--- src/rtl/wb_timer.sv ---
// wb_timer: Wishbone-attached 64-bit machine timer with a compare interrupt.
//
// Ports
//   wb_clk_i     system clock; all state updates on its rising edge
//   wb_rst_i     synchronous, active-high reset
//   wb_adr_i     byte address; only [4:2] selects a register
//   wb_dat_i     write data
//   wb_sel_i     byte-lane enables for writes
//   wb_we_i      1 = write, 0 = read
//   wb_cyc_i     bus cycle active
//   wb_stb_i     strobe: request present
//   wb_dat_o     read data, registered, valid while wb_ack_o = 1
//   wb_ack_o     single-cycle acknowledge
//   wb_err_o     constant 0
//   timer_irq_o  level interrupt = irq_en & (mtime >= mtimecmp), one cycle late
//
// Register map (word offset wb_adr_i[4:2]):
//   0 MTIME_LO  1 MTIME_HI (reads return hi_shadow)  2 MTIMECMP_LO
//   3 MTIMECMP_HI  4 CTRL {irq_en, count_en}  5 PRESCALE  6 STATUS  7 reserved
//
// Handshake: a request is accepted on any rising edge where
// wb_cyc_i & wb_stb_i & ~wb_ack_o. Writes and read-data capture happen on that
// edge and wb_ack_o is high for exactly the following cycle. Because an ack
// blocks acceptance, a held strobe completes at most once every two cycles.
// Reset drops any request in flight: no ack and no write.

module wb_timer #(
  parameter int PRESCALE_W = 16
) (
  input  logic        wb_clk_i,
  input  logic        wb_rst_i,
  input  logic [31:0] wb_adr_i,
  input  logic [31:0] wb_dat_i,
  input  logic [3:0]  wb_sel_i,
  input  logic        wb_we_i,
  input  logic        wb_cyc_i,
  input  logic        wb_stb_i,
  output logic [31:0] wb_dat_o,
  output logic        wb_ack_o,
  output logic        wb_err_o,
  output logic        timer_irq_o
);

  localparam logic [2:0] OFF_MTIME_LO = 3'd0;
  localparam logic [2:0] OFF_MTIME_HI = 3'd1;
  localparam logic [2:0] OFF_CMP_LO   = 3'd2;
  localparam logic [2:0] OFF_CMP_HI   = 3'd3;
  localparam logic [2:0] OFF_CTRL     = 3'd4;
  localparam logic [2:0] OFF_PRESCALE = 3'd5;
  localparam logic [2:0] OFF_STATUS   = 3'd6;

  logic [63:0]           mtime;
  logic [63:0]           mtimecmp;
  logic                  count_en;
  logic                  irq_en;
  logic [PRESCALE_W-1:0] prescale;
  logic [PRESCALE_W-1:0] pcnt;
  logic [31:0]           hi_shadow;

  logic                  accept;
  logic                  wr_en;
  logic                  rd_en;
  logic [2:0]            off;
  logic                  tick;
  logic                  cmp_ge;
  logic [31:0]           rd_data;
  logic [PRESCALE_W-1:0] prescale_wr;

  // Address bits outside [4:2] are intentionally ignored.
  logic unused_adr;
  assign unused_adr = ^{wb_adr_i[31:5], wb_adr_i[1:0]};

  assign accept = wb_cyc_i & wb_stb_i & ~wb_ack_o;
  assign wr_en  = accept & wb_we_i;
  assign rd_en  = accept & ~wb_we_i;
  assign off    = wb_adr_i[4:2];
  assign tick   = count_en & (pcnt == prescale);
  assign cmp_ge = (mtime >= mtimecmp);
  assign wb_err_o = 1'b0;

  function automatic logic [31:0] merge_lanes(input logic [31:0] old_v,
                                              input logic [31:0] new_v,
                                              input logic [3:0]  sel);
    logic [31:0] res;
    for (int i = 0; i < 4; i++) begin
      res[8*i +: 8] = sel[i] ? new_v[8*i +: 8] : old_v[8*i +: 8];
    end
    return res;
  endfunction

  // PRESCALE is narrower than the bus; merge bit by bit using the owning lane.
  always_comb begin
    prescale_wr = prescale;
    for (int i = 0; i < PRESCALE_W; i++) begin
      if (wb_sel_i[i/8]) prescale_wr[i] = wb_dat_i[i];
    end
  end

  always_comb begin
    rd_data = 32'd0;
    case (off)
      OFF_MTIME_LO: rd_data = mtime[31:0];
      OFF_MTIME_HI: rd_data = hi_shadow;
      OFF_CMP_LO:   rd_data = mtimecmp[31:0];
      OFF_CMP_HI:   rd_data = mtimecmp[63:32];
      OFF_CTRL:     rd_data = {30'd0, irq_en, count_en};
      OFF_PRESCALE: rd_data = 32'(prescale);
      OFF_STATUS:   rd_data = {31'd0, cmp_ge};
      default:      rd_data = 32'd0;
    endcase
  end

  always_ff @(posedge wb_clk_i) begin
    if (wb_rst_i) begin
      mtime       <= 64'd0;
      mtimecmp    <= '1;
      count_en    <= 1'b0;
      irq_en      <= 1'b0;
      prescale    <= '0;
      pcnt        <= '0;
      hi_shadow   <= 32'd0;
      wb_ack_o    <= 1'b0;
      wb_dat_o    <= 32'd0;
      timer_irq_o <= 1'b0;
    end else begin
      wb_ack_o    <= accept;
      timer_irq_o <= irq_en & cmp_ge;

      if (rd_en) begin
        wb_dat_o <= rd_data;
        // Snapshot HI with LO so a LO-then-HI read pair is coherent.
        if (off == OFF_MTIME_LO) hi_shadow <= mtime[63:32];
      end

      // A bus write to either mtime half suppresses the tick for that cycle.
      if (wr_en && off == OFF_MTIME_LO) begin
        mtime[31:0] <= merge_lanes(mtime[31:0], wb_dat_i, wb_sel_i);
      end else if (wr_en && off == OFF_MTIME_HI) begin
        mtime[63:32] <= merge_lanes(mtime[63:32], wb_dat_i, wb_sel_i);
      end else if (tick) begin
        mtime <= mtime + 64'd1;
      end

      if (wr_en && off == OFF_CMP_LO) begin
        mtimecmp[31:0] <= merge_lanes(mtimecmp[31:0], wb_dat_i, wb_sel_i);
      end
      if (wr_en && off == OFF_CMP_HI) begin
        mtimecmp[63:32] <= merge_lanes(mtimecmp[63:32], wb_dat_i, wb_sel_i);
      end
      if (wr_en && off == OFF_CTRL && wb_sel_i[0]) begin
        count_en <= wb_dat_i[0];
        irq_en   <= wb_dat_i[1];
      end
      if (wr_en && off == OFF_PRESCALE) begin
        prescale <= prescale_wr;
      end

      // Reconfiguring the timer restarts the prescale period.
      if (wr_en && (off == OFF_CTRL || off == OFF_PRESCALE)) begin
        pcnt <= '0;
      end else if (tick) begin
        pcnt <= '0;
      end else if (count_en) begin
        pcnt <= pcnt + PRESCALE_W'(1);
      end
    end
  end

endmodule

--- config.mk ---
export PLATFORM = sky130hd
export DESIGN_NAME = wb_timer
export DESIGN_NICKNAME = d
export VERILOG_FILES = /design/src/rtl/wb_timer.sv
export SDC_FILE = /design/constraint.sdc
export NUM_CORES = 1
export LEC_CHECK = 0
export BUFFER_PORTS_ARGS = -buffer_cell sky130_fd_sc_hd__buf_4
export CAP_MARGIN = 20
export CORE_UTILIZATION = 65
export CTS_BUF_LIST = sky130_fd_sc_hd__clkbuf_8 sky130_fd_sc_hd__clkbuf_16
export CTS_CLUSTER_SIZE = 28
export DETAILED_ROUTE_END_ITERATION = 12
export PLACE_DENSITY_LB_ADDON = 0.08
export SYNTH_ARGS = -nofsm -noshare
export SYNTH_HDL_FRONTEND = slang
export SYNTH_SLANG_ARGS = --single-unit
--- constraint.sdc ---
create_clock -name wb_clk_i -period 4 [get_ports wb_clk_i]
set_input_delay 0.2 -clock wb_clk_i [delete_from_list [all_inputs] [get_ports wb_clk_i]]
set_output_delay 0.2 -clock wb_clk_i [all_outputs]
set_load 0.005 [all_outputs]
## Yosys cells after proc, flatten, opt, wreduce, memory -nomap -nowiden

Cells that the tools add are included.

- Register bits after elaboration: 228
- Input port bits: 73
- Logic and storage cells: 94

- $add $sub $neg: 2
- Magnitude comparators: 1
- Equality and inequality tests: 16
- Multiplexer cells: 9
- Bitwise gates (word level): 9
- Reductions and logical operators: 32

Operators by type and width:

| cell | count |
|---|---|
| one-hot mux 32 bit (7 select lines) | 1 |
| 2-to-1 mux 32 bit | 3 |
| adder 64 x 1 -> 64 bit, second input constant | 1 |
| >= comparator 64 bit | 1 |
| 2-to-1 mux 64 bit | 1 |
| 2-to-1 mux 8 bit | 4 |
| AND reduction 3 bit | 8 |
| AND reduction 2 bit | 11 |
| != test 2 bit, second input constant | 9 |
| adder 16 x 1 -> 16 bit, second input constant | 1 |
| equality test 16 bit | 1 |
| equality test 3 bit, second input constant | 3 |
| logical AND 1 bit | 8 |
| bitwise AND 1 bit | 6 |
| equality test 3 x 2 -> 1 bit, second input constant | 2 |
| nonzero test 2 bit | 2 |
| equality test 3 x 1 -> 1 bit, second input constant | 1 |
| zero test 3 bit | 1 |
| inverter 1 bit | 3 |
| OR reduction 3 bit | 1 |
| logical OR 1 bit | 1 |

## Longest topological paths before layout

- Depth in word-level cells: 6
- Gate-level depth with buffers: 10
- Depth with buffers taken out: 9

## Worst setup path before layout

Ideal clock, no wire load.

- Path type: flip-flop to flip-flop
- Start point: register pcnt[0]
- End point: register mtime[1]
- Setup time: 0.128 ns
- Arrival time: 2.361 ns
- Required time: 3.872 ns
- Setup slack: 1.512 ns
- Cell stages (with the launch flop): 8
- Path buffers: 0
- Clock period less this slack: 2.488 ns
- Cells stage by stage: dfxtp_1 -> xor2_1 -> or4_1 -> or4_4 -> or3_4 -> and2_2 -> a21oi_1 -> nor2_1

- Cells in the longest elaborated chain, start to end: 4

RTL lines:

| element | line | source |
|---|---|---|
| from (decl) | 57 | `logic [PRESCALE_W-1:0] pcnt;` |
| from (signal assigned) | 164 | `pcnt <= pcnt + PRESCALE_W'(1);` |
| equality test 16 bit | 77 | `assign tick = count_en & (pcnt == prescale);` |
| bitwise AND 1 bit | 77 |  |
| nonzero test 2 bit (no source line) | - |  |
| AND reduction 3 bit (no source line) | - |  |
| to (signal assigned) | 137 | `mtime[31:0] <= merge_lanes(mtime[31:0], wb_dat_i, wb_sel_i);` |
| to (signal assigned) | 141 | `mtime <= mtime + 64'd1;` |
| to (decl) | 52 | `logic [63:0] mtime;` |

Every way passes these cells.
A chain may end at the register's enable or synchronous reset.

## Worst setup path after layout

- Start point: register mtime[0]
- End point: register wb_dat_o[0]

- Cells in the longest elaborated chain, start to end: 2

RTL lines:

| element | line | source |
|---|---|---|
| >= comparator 64 bit | 78 | `assign cmp_ge = (mtime >= mtimecmp);` |
| one-hot mux 32 bit (7 select lines) (*) | 101 | `case (off)` |
| to (signal assigned) | 130 | `wb_dat_o <= rd_data;` |
| to (decl) | 38 | `output logic [31:0] wb_dat_o,` |

Every way passes the cells marked *; elsewhere a longest branch is shown, timed or not.

==> qor.tcl <==
set qor(num_ports) 108
set qor(synth.largest_area_cell) {sky130_fd_sc_hd__dfxtp_1}
set qor(worstSkewPairLatency_ps) 540
set qor(core.rowCount) 50
set qor(route.met2.wl_mm) 17.7
set qor(timing.critical_path.from_type) {flip-flop}
set qor(hpwlAfterDp_mm) 26.5
set qor(outcome) {finished, final reports clean}
set qor(maxUsedRoutingLayer) {met5}
set qor(antenna_violations_before_repair) 1
set qor(pre_cts_ws_ps) 988
set qor(tritoncts.num_buffers) 25
set qor(layout.cells.most_common) {sky130_fd_sc_hd__nand2_1}
set qor(commonest_non_fill_non_tap_cells_in_the_layout) {sky130_fd_sc_hd__nand2_1 (255), sky130_fd_sc_hd__dfxtp_1 (228), sky130_fd_sc_hd__a21oi_1 (175)}
set qor(rsz0062_at_grt) {no}
set qor(synth_area_leaders) {sky130_fd_sc_hd__dfxtp_1 (36%), sky130_fd_sc_hd__nand2_1 (7.6%), sky130_fd_sc_hd__a21oi_1 (6.9%), sky130_fd_sc_hd__ha_1 (6.5%), sky130_fd_sc_hd__o211ai_1 (4.2%)}
set qor(final-max-slew-violation-count) 0
set qor(seq_area_frac_synth) 0.362
set qor(vias_per_cell) 6.59
set qor(globalRouteOverflowTotal) 0
set qor(cts_resized) 0
set qor(cp_slowest_cell) {sky130_fd_sc_hd__a211oi_1}
set qor(syn_area_per_cell_um2) 7.92
set qor(crit_path_max_incr_delay_ps) 580
set qor(ir_drop_mv) 0.365
set qor(synth.distinct_cells) 69
set qor(synth_warnings) 0
set qor(n_antenna_cell) 0
set qor(dieHeight_um) 141
set qor(floorplan.core_area_mm2) 0.0189
set qor(multi_input_comb_area_mm2) 0.00737
set qor(final_layout_size_suffix_gt1_frac) 0.114
set qor(asyncSetResetFlopFracSynth) 0
set qor(relSlewSlack) 0.337
set qor(detailroute.via_count) 12700
set qor(groute.usage.overall) 0.391
set qor(postLayoutSetupSlackWorst_ps) 735
set qor(finish.net_count) 1788
set qor(area_delta_synth_final_pct) 14.6
set qor(cp_data_required_time_ps) 4390
set qor(wl_met1_mm) 16.0
set qor(hold_viol) 0
set qor(netlist_area_mm2) 0.0126
set qor(clkSinkCount) 228
set qor(grt_start_max_net_pins) 60
set qor(cts_tree) {done}
set qor(timing.critical_path.cells) {inv_1 > ha_1 > nand2b_1 > a2111o_1 > a311oi_1 > o211ai_1 > and3_1 > a211oi_1 > a221oi_1}
set qor(place.gp.congestion) 0.965
set qor(wl_met3_mm) 4.14
set qor(worstPathArrival_ps) 3650
set qor(critPathCaptureType) {flip-flop}
set qor(tightest_slew_ps) 995
set qor(route.detailed.wl_per_inst_um) 20.3
set qor(synth_enable_flop_cells) 0
set qor(cts.htree.levels) 1
set qor(fmaxAchievable_ghz) 0.306
set qor(route.antenna.remaining_nets) 0
set qor(remaining_drc_errors) 0
set qor(cts-root-buf) {sky130_fd_sc_hd__clkbuf_16}
set qor(power_density_mw_per_mm2) 344
set qor(maxCapViolCount) 0
set qor(timing.final.setup_violations) 0
set qor(first_global_vias) 11700
set qor(die_width_um) 141
set qor(register_area_mm2) 0.00456
set qor(layout_worst_path_cycle_share) 0.816
set qor(final.fill_count) 1399
set qor(synth_seq_cells) 228
set qor(dominantRegCellSynth) {sky130_fd_sc_hd__dfxtp_1}
set qor(clk_pin_slew_worst_paths_ps) 60
set qor(power.leakage_uw) 0.00607
set qor(timing.hold.worst.class) {in -> reg}
set qor(finClkSkew_ps) 14.5
set qor(netlist_instances) 1593
set qor(routed_wl_mm) 39.2
set qor(worst-path-max-fanout) 8
set qor(die_area_mm2) 0.0200
set qor(critical_path_class) {reg -> reg}
set qor(clock_path_buffers) 3
set qor(final.min_clock_period_ps) 3260
set qor(dr.first_iter.drc_count) 1385
set qor(number_of_iterations_in_the_first_detailed_routing_pass) 5
set qor(placement.io_buffers) 77
set qor(grt_pass1_wl_mm) 61.5
set qor(setup_total_negative_slack_ps) 0
set qor(initial_core_util) 0.668
set qor(postSynthNetCount) 1732
set qor(synth_largest_type_area_fraction) 0.362
-- critical path: cells and delay by family, from the launching register on --
kind	cells	cell delay [ps]
AO/OA/AOI/OAI	5	1870
flip-flops	1	470
AND/OR/NAND/NOR	2	370
adder cells (fa/ha/maj)	1	290
buffers and inverters	1	100
-- metrics by stage --
stage	instance area, um^2	std cells	hold WS, ps	util	power (uW)
after floorplan	12600	1593	338	-	2480
after global placement	13300	1847	441	0.702	2600
after detailed placement	13300	1847	449	0.702	2600
after CTS	14500	1925	69.7	0.765	4960
after global routing	14500	1926	113	0.766	5080
final	14500	1926	71.1	0.766	4970
-- synthesized netlist by cell type (all sizes together) (9+ instances only) --
cell and n:
nand2 258, dfxtp 228, a21oi 181, nor2 120
clkbuf 86, o21ai 78, o211ai 71, inv 70
ha 66, a22oi 47, nand3 46, a211oi 28
nand4 27, and3 25, mux2i 25, nor3 21
buf 18, and2 17, xor2 17, mux4 15
a21o 14, xnor2 14, a31oi 13, o31ai 13
and4 11, or3 11, nor4 9
-- final cells by class --
| type | instances | share of cell area |
|---|---|---|
| tap | 260 | 0.0225 |
| timing repair buffer | 133 | 0.0752 |
| multi-input combinational | 1189 | 0.510 |
| clock inverter | 11 | 0.00753 |
| inverter | 72 | 0.0187 |
| clock buffer | 33 | 0.0509 |
| sequential | 228 | 0.316 |
-- metal layers --
layer | GRT usage | vias up
li1 | - | 5834
met1 | 0.525 | 6032
met2 | 0.618 | 700
met3 | 0.0773 | 128
met4 | 0.156 | 2
met5 | 0 | -
-- flip-flops by register name, indices dropped and copies added (netlist names) --
name         count
wb_ack_o         1
timer_irq_o      1
hi_shadow       32
mtimecmp        64
pcnt            16
prescale        16
count_en         1
wb_dat_o        32
mtime           64
irq_en           1
-- report_power, final --
part           internal, uW  leakage [uW]  switching [uW]
clock network          1410      0.000429             971
registers              2280       0.00184            7.43
logic                   111       0.00380             186
total                  3810       0.00607            1160
-- final timing paths --
path	start	cells after the start	end	slack [ps]
setup / recovery	mtime[0]$_SDFFE_PP0P_	9	wb_dat_o[0]$_SDFFE_PP0P_	740
hold / removal	wb_sel_i[2]	3	mtime[48]$_SDFFE_PP0P_	70
setup reg to reg	mtime[0]$_SDFFE_PP0P_	9	wb_dat_o[0]$_SDFFE_PP0P_	740
hold reg to reg	hi_shadow[26]$_SDFFE_PP0P_	2	hi_shadow[26]$_SDFFE_PP0P_	460
-- cell families after synthesis --
logic type | share of synthesized area
other cells | 0.000297
mux | 0.0466
xor+xnor | 0.0215
flops | 0.362
buf+inv | 0.0562
simple gates | 0.211
compound gates | 0.237
fa+ha+maj | 0.0654
-- timing repair --
item / in CTS / in global routing
hold buffers: 34 / 0
hold endpoints to repair: 79 / 0
setup buffers: 0 / 0
(Power assumes the default switching activity.)
